**src/rtl/dmem_arbiter.sv**
```systemverilog
// dmem_arbiter: shares the data RAM between the CPU (absolute priority) and two round-robin secondaries.
// Optional starvation guard built when STARVE_GUARD_EN is defined.
module dmem_arbiter #(
  parameter int AW = 8,
  parameter int DW = 8,
  parameter int STARVE_MAX = 15
) (
  input  logic            CLK,
  input  logic            RESET,
  input  logic            cpu_rd,
  input  logic            cpu_we,
  input  logic [AW-1:0]   cpu_addr,
  input  logic [DW-1:0]   cpu_wdata,
  output logic [DW-1:0]   cpu_rdata,
  output logic            cpu_hold,
  input  logic [1:0]      rq_valid,
  input  logic [1:0]      rq_we,
  input  logic [2*AW-1:0] rq_addr,
  input  logic [2*DW-1:0] rq_wdata,
  output logic [1:0]      rq_ready,
  output logic [DW-1:0]   rq_rdata,
  output logic [1:0]      rq_rvalid,
  output logic [AW-1:0]   mem_addr,
  output logic            mem_we,
  output logic [DW-1:0]   mem_wdata,
  input  logic [DW-1:0]   mem_rdata
);
  logic cpu_act, grant, win, last_grant, rd_grant;
  logic [AW-1:0] rq_a;
  logic [DW-1:0] rq_d;
  always_comb begin
    cpu_act = (cpu_rd | cpu_we) & ~cpu_hold;
    grant = ~cpu_act & |rq_valid;
    win = &rq_valid ? ~last_grant : rq_valid[1];
    rq_a = win ? rq_addr[AW +: AW] : rq_addr[0 +: AW];
    rq_d = win ? rq_wdata[DW +: DW] : rq_wdata[0 +: DW];
    rd_grant = grant & ~rq_we[win];
    rq_ready = grant ? {win, ~win} : 2'b00;
    mem_addr = grant ? rq_a : cpu_addr;
    mem_wdata = grant ? rq_d : cpu_wdata;
    mem_we = ~RESET & (cpu_act ? cpu_we : grant & rq_we[win]);
    cpu_rdata = mem_rdata;
  end
  always_ff @(posedge CLK) begin
    if (RESET) begin
      last_grant <= 1'b1;
      rq_rvalid <= 2'b00;
      rq_rdata <= '0;
    end else begin
      if (grant) last_grant <= win;
      rq_rvalid <= rd_grant ? rq_ready : 2'b00;
      if (rd_grant) rq_rdata <= mem_rdata;
    end
  end
`ifdef STARVE_GUARD_EN
  localparam int CW = $clog2(STARVE_MAX + 1);
  typedef enum logic {NORM, HOLD} state_t;
  state_t state, state_nxt;
  logic [CW-1:0] starve_cnt, cnt_nxt;
  logic denied;
  always_ff @(posedge CLK) begin
    if (RESET) begin
      state <= NORM;
      starve_cnt <= '0;
    end else begin
      state <= state_nxt;
      starve_cnt <= cnt_nxt;
    end
  end
  // Freeze the CPU on the cycle after the denied cycle that brings the count to STARVE_MAX.
  always_comb begin
    denied = |rq_valid & ~grant;
    cnt_nxt = grant ? '0 : (denied && starve_cnt != CW'(STARVE_MAX)) ? starve_cnt + 1'b1 : starve_cnt;
    state_nxt = (state == NORM && denied && cnt_nxt == CW'(STARVE_MAX)) ? HOLD : NORM;
  end
  assign cpu_hold = (state == HOLD);
`else
  assign cpu_hold = 1'b0;
`endif
endmodule

```
**config.mk**
```make
export PLATFORM = sky130hd
export DESIGN_NAME = dmem_arbiter
export DESIGN_NICKNAME = d
export VERILOG_FILES = /design/src/rtl/dmem_arbiter.sv
export SDC_FILE = /design/constraint.sdc
export NUM_CORES = 1
export LEC_CHECK = 0
export ABC_AREA = 1
export ABC_CLOCK_PERIOD_IN_PS = 1250
export BUFFER_PORTS_ARGS = -buffer_cell sky130_fd_sc_hd__buf_2
export CAP_MARGIN = 25
export CELL_PAD_IN_SITES_DETAIL_PLACEMENT = 0
export CELL_PAD_IN_SITES_GLOBAL_PLACEMENT = 1
export CORE_MARGIN = 3
export CORE_UTILIZATION = 21
export CTS_CLUSTER_DIAMETER = 150
export DETAILED_ROUTE_END_ITERATION = 16
export GPL_ROUTABILITY_DRIVEN = 0
export PLACE_DENSITY = 0.91
export SLEW_MARGIN = 20
export SYNTH_ARGS = -nofsm -noshare
export SYNTH_HDL_FRONTEND = slang
export SYNTH_SLANG_ARGS = --single-unit
```
**constraint.sdc**
```tcl
create_clock -name CLK -period 1.25 [get_ports CLK]
set_input_delay 0.1875 -clock CLK [delete_from_list [all_inputs] [get_ports CLK]]
set_output_delay 0.1875 -clock CLK [all_outputs]
set_load 0.05 [all_outputs]
```
==> results of run 1 <==
==> path summary, 6_finish.rpt <==
check,from,end,cells after the start
hold reg to reg,rq_rdata[6],rq_rdata[6],2
setup / recovery,last_grant,mem_addr[6],8
setup reg to reg,last_grant,rq_rdata[5],7
hold / removal,RESET,rq_rvalid[1],2
==> layout make-up <==
cell class | count | share of cell area [%]
clock buffers | 4 | 2.115
inverters | 15 | 2.996
multi-input cells | 116 | 41.01
flip-flops and latches | 11 | 10.40
well taps | 52 | 3.055
repair buffers | 117 | 40.42
==> cell families (layout without fill, tap and decap cells) <==
group,after synthesis,after routing,synth area share [%]
buf+inv,29,136,17.83
flops,11,11,22.42
simple gates,102,104,53.76
other cells,1,1,0.3818
compound gates,11,11,5.605
==> worst max-delay path, cell delays in order, from the launching register on <==
cell	delay (ns)
dfxtp_2	0.33
nand2_2	0.07
nand2_4	0.09
inv_4	0.05
nor2_8	0.12
buf_6	0.15
nand2_4	0.05
nand3_4	0.07
buf_8	0.14
==> repair_timing <==
| item | CTS | global route |
|---|---|---|
| gates cloned | 0 | 2 |
| gates resized for setup | 67 | 23 |
| buffers inserted | 1 | 2 |
| setup endpoints to repair | 29 | 29 |
| hold endpoints to repair | 0 | 0 |
| pin swaps | 6 | 3 |
==> metrics by stage <==
step	instances	hold slack, ns	utilization, %	setup WS (ns)	cell area (µm²)
CTS	311	0.2135	44.90	-0.2844	1996
detailed placement	306	0.4697	38.51	-0.2400	1712
finish	315	0.2213	47.92	-0.2754	2130
global placement	306	0.4608	38.51	-0.2256	1712
floorplan	154	0.2656	-	-0.06162	1145
global route	315	0.2238	47.92	-0.3489	2130
==> power by group through the flow <==
stage / clock (µW) / sequential [µW] / combinational [µW]
3_3_place_gp: 0 / 383 / 756
3_5_place_dp: 0 / 382 / 763
6_report: 361 / 377 / 959
5_1_grt: 385 / 378 / 1010
4_1_cts: 371 / 376 / 904
2_1_floorplan: 0 / 430 / 503
==> layout by cell type, fill, tap and decap left out, types with 2 or more instances in the layout <==
cell / instances
clkbuf_8: 3
dfxtp_1: 10
buf_12: 3
buf_6: 6
buf_2: 82
buf_8: 17
nand2_4: 9
nor2_1: 8
buf_4: 9
a21oi_2: 4
nor2_8: 2
nand3_4: 11
inv_1: 12
nor3_2: 2
nand2_2: 14
nand3_1: 9
nand3_2: 6
a21oi_1: 5
nand2_1: 38
nor2_4: 2
nand2_8: 2
==> registers in the layout, indices dropped and copies added (netlist names) <==
signal / cells
rq_rvalid: 2
rq_rdata: 8
last_grant: 1
==> per-layer routing <==
layer | track usage, % | share of wire (%)
met1 | 11.29 | 37
met2 | 20.98 | 49
met3 | 4.730 | 13
met4 | 2.372 | 0.71
met5 | 0 | 0
==> flow_metrics.tcl, run 1 <==
set metrics [dict create \
    outcome "complete, but fails checks" \
    violations "negative setup slack" \
    p_per_area_nw_per_um2 796.9 \
    p_sw_uw 720.1 \
    yosysTopAreaCell "dfxtp_1" \
    fin_crit_sh_pct 122.0 \
    syn_inst 154 \
    avgRoutedWirePerCell_um 11.56 \
    num_rows 24 \
    synth_ff_type "dfxtp_1" \
    area_growth_pct 116.8 \
    skew_ns 0.003737 \
    yosys-top-cells-area "dfxtp_1, nand2_1, nand3_2" \
    arrival_ns 1.34 \
    sequentialPowerShare_pct 22.2 \
    p_comb_share_pct 56.5 \
    slew_violations 0 \
    die_area_um2 5534 \
    cts_tree "done" \
    fin_nets 328 \
    grt-ovfl-total 0 \
    max-vdd-ir-drop_uv 762.5 \
    crit_required_ns 1.06 \
    clk_pin_slew_ns 0.05 \
    setup_ws_ns -0.2754 \
    routed_wl_um 3642 \
    clkPwrFrac_pct 21.3 \
    regArea_um2 221.5 \
    fin_crit_ns 1.525 \
    grt_usage_pct 11.11 \
    tns_ns -4.736 \
    cts_sinks 11 \
    drive_above_1_share_pct 67.68 \
    htree_levels 1 \
    synth_edf_count 0 \
    grt_pass1_vias 1119 \
    nFillCells 414 \
    synth_common_cells "nand2_1, nand3_1, inv_1" \
    synth-seq-cells 11 \
    core-area_um2 4444 \
    synth_cell_types 18 \
    crit_type "register to output pin" \
    finalPower_uw 1697 \
    drc 0 \
    clk_latency_ns 0.24 \
    p_sw_share_pct 42.43 \
    max-cap-violations 0 \
    antenna_cells 0 \
    cts_root_buf "clkbuf_8" \
    syn_area_per_cell_um2 6.378 \
    cts_buffers 3 \
    antenna_found_initial 0 \
    die_w_um 74.39 \
    synth_top_area_share_pct 22.42 \
    startpoint_type "register" \
    fmax_mhz 655.6 \
    yosys.cell_count.top_type "nand2_1" \
    clk_path_buf_depth 2 \
    ys_warn_count 0 \
    yosysSeqAreaShare_pct 22.42 \
    holdBufCountCts 0 \
    final_antenna_net_count 0 \
    cp_max_fo 5 \
    vias 1320 \
    port_buffers 100 \
    initial_core_util_pct 22.10 \
    synthesis.nets 218 \
    finalSetupViolCount 19 \
    grt_max_degree 18 \
    r2r_slack_ns 0.03 \
    grt_pass1_wl_um 4823 \
    cp-end-kind "output pin" \
    grt_setup_unrepaired "yes" \
    num_io_pins 102 \
    syn_area_um2 982.2 \
    multi_input_area_um2 873.3 \
    async_reset_ff_share_pct 0 \
    p_leak_uw 0.001163 \
    hold_viol_final 0 \
    intPower_uw 976.9 \
    dieHeight_um 74.39 \
    vias_per_cell 4.190 \
    worstHoldPathType "input port to register" \
    place_hpwl_um 2710 \
    dr.pass1.iters 4 \
    drt_iter0_markers 17 \
]
(Power assumes the default switching activity.)
==> run 2, diff against run 1 <==
--- a/config.mk
+++ b/config.mk
@@ -17,7 +17,9 @@
 export DETAILED_ROUTE_END_ITERATION = 16
 export GPL_ROUTABILITY_DRIVEN = 0
 export PLACE_DENSITY = 0.91
+export SETUP_SLACK_MARGIN = 0.5
 export SLEW_MARGIN = 20
 export SYNTH_ARGS = -nofsm -noshare
 export SYNTH_HDL_FRONTEND = slang
 export SYNTH_SLANG_ARGS = --single-unit
+export TNS_END_PERCENT = 50
==> run 2 against run 1 <==
Net effect: the flow still finishes with violations (negative setup slack); sequential power rose by 2%; clock power fell by 2%; count of clock-buffer cells in the layout did not move; cell area rose by 14%.
==> flow_metrics.tcl, run 2 (synthesis results as in run 1) <==
set metrics [dict create \
    grt_setup_unrepaired "yes" \
    drt_iter0_markers 9 \
    cts_buffers 3 \
    fin_nets 328 \
    setup_ws_ns -0.2853 \
    p_leak_uw 0.001303 \
    max-cap-violations 0 \
    avgRoutedWirePerCell_um 12.60 \
    slew_violations 0 \
    vias_per_cell 4.371 \
    place_hpwl_um 2671 \
    holdBufCountCts 0 \
    hold_path_startpoint "RESET" \
    drc 0 \
    dieHeight_um 74.39 \
    startpoint_type "register" \
    finalNonFillerCells 315 \
    antenna_found_initial 0 \
    final_antenna_net_count 0 \
    finalPower_uw 1816 \
    routed_wl_um 3970 \
    fin_crit_sh_pct 122.8 \
    cpPeakStageDelay_ns 0.35 \
    crit_required_ns 1.06 \
    cts_sinks 11 \
    num_rows 24 \
    fmax_mhz 651.3 \
    dp_slack_ns -0.2563 \
    hold_viol_final 0 \
    final_area_um2 2427 \
    cp_max_fo 5 \
    tns_ns -5.966 \
    vias 1377 \
    clk_latency_ns 0.23 \
    largest_reg_flops 8 \
    regToRegStartpoint "last_grant" \
    num_io_pins 102 \
    critPathSlowestCell "dfxtp_2" \
    grt_pass1_wl_um 5658 \
    htree_levels 1 \
    die_w_um 74.39 \
    antenna_cells 0 \
    finalSetupViolCount 29 \
    grt_max_degree 18 \
    dp.cells 305 \
    grt_usage_pct 12.77 \
    crit_path_cell_trace "nand2_4 -> nand2_4 -> inv_4 -> nor2_8 -> clkbuf_16 -> nand2_4 -> nand3_4 -> buf_8" \
    port_buffers 100 \
    startpoint "last_grant" \
    clk_pin_slew_ns 0.05 \
    worstHoldPathType "input port to register" \
    final_cell_mix "buf_2, nand2_1, buf_8, nand2_4, nand3_4" \
    die_area_um2 5534 \
    clk_path_buf_depth 2 \
    initial_core_util_pct 22.10 \
    path_common_cell "nand2_4" \
    area_growth_pct 147.1 \
    outcome "complete, but fails checks" \
    cp-end-kind "output pin" \
    core-area_um2 4444 \
    violations "negative setup slack" \
    grt-ovfl-total 0 \
    cts_root_buf "clkbuf_8" \
    fin_crit_ns 1.535 \
    grt_pass1_vias 1314 \
    p_per_area_nw_per_um2 748.0 \
    dr.pass1.iters 4 \
    arrival_ns 1.35 \
    drive_above_1_share_pct 70.72 \
    crit_type "register to output pin" \
    place_area_um2 1794 \
    regMostFlops "rq_rdata" \
    skew_ns 0.001976 \
    max-vdd-ir-drop_uv 538.7 \
    final_common_cell "buf_2" \
    largestRegisters "rq_rdata (8), rq_rvalid (2), last_grant (1)" \
    cts_tree "done" \
]
==> run 2: per-stage QoR <==
step                      hold slack, ns  utilization (%)
after global placement            0.4551            40.37
after detailed placement          0.4685            40.37
after global routing              0.2427            54.62
after floorplan                   0.2656                -
after CTS                         0.2274            52.84
final                             0.2391            54.62
==> run 2: report_power, final <==
part           total, µW  internal (µW)  switching (µW)
Sequential           385            370            15.3
Combinational       1080            475             604
Clock                352            224             128
==> run 2: routing by layer <==
layer  GRT usage [%]  wire length [µm]
met1           12.90              1313
met2           26.34              2283
met4           1.779                 5
met3           3.108               368
met5               0                 0
==> run 2: final timing paths <==
kind / slack [ns] / depth (start not counted) / end
min: 0.24 / 2 / rq_rvalid[0]
max reg2reg: -0.18 / 10 / rq_rdata[5]
max: -0.29 / 8 / mem_wdata[6]
min reg2reg: 0.50 / 2 / rq_rdata[4]
==> run 2: final cells by class <==
cell class                 count  area, µm²
tap                           52      65.06
clock buffer                   4      45.04
timing repair buffer         119       1061
inverter                      15      63.81
fill                         368       2017
sequential                    11      229.0
multi-input combinational    114      963.4
==> run 2: worst max-delay path, delay by kind of cell, from the launching register on <==
family,cells,cell delay (ns)
simple gates,5,0.39
buf+inv,3,0.37
flops,1,0.35
==> run 2: timing repair <==
item / in CTS / in global routing
cloned: 3 / 0
setup endpoints to repair: 40 / 40
setup buffers: 0 / 3
resized for setup: 122 / 13
pin swaps: 12 / 7
==> run 3, diff against run 2 <==
==> constraint.sdc (replaced) <==
create_clock -name CLK -period 1.25 [get_ports CLK]
set_input_delay 0.1875 -clock CLK [delete_from_list [all_inputs] [get_ports CLK]]
set_output_delay 0.1875 -clock CLK [all_outputs]
set_load 0.02 [all_outputs]
==> run 3 against run 2 <==
Net effect: the flow still finishes with violations (negative setup slack); die area unchanged; cell area decreased by 17%; setup slack improved by 0.039 ns; power decreased by 21%; largest power group unchanged; register-to-register slack improved by 0.17 ns; global-route usage decreased by 0.96 points.
==> flow_metrics.tcl, run 3 (synthesis results as in run 1) <==
set metrics [dict create \
    outcome "complete, but fails checks" \
    violations "negative setup slack" \
    die_area_um2 5534 \
    regMostFlops "rq_rdata" \
    arrival_ns 1.31 \
    cts_root_buf "clkbuf_8" \
    initial_core_util_pct 22.10 \
    p_leak_uw 0.001069 \
    sequentialPowerShare_pct 26.7 \
    final_area_um2 2009 \
    p_sw_share_pct 34.87 \
    antenna_cells 0 \
    num_rows 24 \
    slew_violations 0 \
    vias 1333 \
    dp.cells 301 \
    clkPwrFrac_pct 24.9 \
    drive_above_1_share_pct 65.37 \
    die_w_um 74.39 \
    core-area_um2 4444 \
    grt_setup_unrepaired "yes" \
    skew_ns 0.002359 \
    largestRegisters "rq_rdata (8), rq_rvalid (2), last_grant (1)" \
    num_io_pins 102 \
    fin_crit_ns 1.496 \
    vias_per_cell 4.314 \
    grt_usage_pct 11.81 \
    port_buffers 100 \
    grt-ovfl-total 0 \
    final_cell_mix "buf_2, nand2_1, buf_6, inv_1" \
    startpoint_type "register" \
    htree_levels 1 \
    dieHeight_um 74.39 \
    grt_pass1_vias 1217 \
    cts_sinks 11 \
    antenna_found_initial 0 \
    hold_path_startpoint "RESET" \
    clk_path_buf_depth 2 \
    hold_viol_final 0 \
    intPower_uw 931.2 \
    max-cap-violations 0 \
    worstHoldPathType "input port to register" \
    fin_crit_sh_pct 119.7 \
    regToRegStartpoint "last_grant" \
    fin_util_pct 45.21 \
    setup_ws_ns -0.2464 \
    cp_max_fo 8 \
    cts_tree "done" \
    p_per_area_nw_per_um2 711.5 \
    fmax_mhz 668.3 \
    cp-end-kind "output pin" \
    grt_pass1_wl_um 5092 \
    crit_required_ns 1.06 \
    finalNonFillerCells 309 \
    place_area_um2 1679 \
    cts_buffers 3 \
    drt_iter0_markers 10 \
    fin_nets 322 \
    startpoint "last_grant" \
    final_antenna_net_count 0 \
    crit_type "register to output pin" \
    clk_latency_ns 0.24 \
    largest_reg_flops 8 \
    finalSetupViolCount 21 \
    drc 0 \
    p_comb_share_pct 48.4 \
    nFillCells 446 \
    max-vdd-ir-drop_uv 474.9 \
    p_sw_uw 498.5 \
    area_growth_pct 104.6 \
    dp_slack_ns -0.1278 \
    finalPower_uw 1430 \
    grt_max_degree 18 \
    final_common_cell "buf_2" \
    place_hpwl_um 2655 \
    avgRoutedWirePerCell_um 11.90 \
    routed_wl_um 3677 \
    clk_pin_slew_ns 0.05 \
    dr.pass1.iters 4 \
]
[run 3: worst paths after layout]
path | end | slack (ns) | cells after the start
worst max-delay path | mem_addr[6] | -0.25 | 8
worst min register to register | rq_rdata[3] | 0.48 | 2
worst max register to register | rq_rdata[0] | -0.01 | 9
worst min-delay path | rq_rvalid[1] | 0.22 | 2
[run 3: stage by stage]
| step | hold slack (ns) | setup TNS [ns] |
|---|---|---|
| global route | 0.2350 | -6.428 |
| CTS | 0.2205 | -4.886 |
| detailed placement | 0.4630 | -2.070 |
| global placement | 0.4635 | -1.622 |
| finish | 0.2223 | -4.052 |
| floorplan | 0.2656 | 0 |
[run 3: what timing repair did]
| action | 4_1_cts | 5_1_grt |
|---|---|---|
| hold endpoints to repair | 0 | 0 |
| gates resized for setup | 72 | 7 |
| buffers inserted | 1 | 2 |
| cloned | 0 | 1 |
| endpoints found under the setup margin | 40 | 40 |
| hold buffers | 0 | 0 |
| pin swaps | 1 | 5 |
[run 3: critical path, cell delays in order, from the launching register on]
cell and delay [ns]:
dfxtp_2 0.33, nand2_2 0.07, nand2_4 0.09, inv_4 0.05, nor2_8 0.11, clkbuf_16 0.17, nand2_2 0.06, nand3_4 0.06
buf_6 0.12
[run 3: area by class of cell]
type	count	area, µm²	share of cell area (%)
flip-flops and latches	11	234.0	11.64
well taps	52	65.06	3.238
clock buffers	4	45.04	2.242
repair buffers	113	835.8	41.59
inverters	15	66.31	3.300
multi-input cells	114	763.2	37.98
[run 3: metal layers]
| layer | wire length (µm) | vias to the layer above | track usage [%] |
|---|---|---|---|
| met4 | 36 | 0 | 4.150 |
| met1 | 1300 | 576 | 11.96 |
| li1 | - | 677 | - |
| met3 | 406 | 3 | 2.703 |
| met2 | 1933 | 77 | 23.22 |
| met5 | 0 | - | 0 |
[run 3: power groups by stage]
stage / combinational (µW) / clock [µW] / sequential, µW
detailed placement: 567 / 0 / 383
finish: 692 / 355 / 382
floorplan: 346 / 0 / 399
global route: 744 / 403 / 383
global placement: 561 / 0 / 383
CTS: 669 / 374 / 382
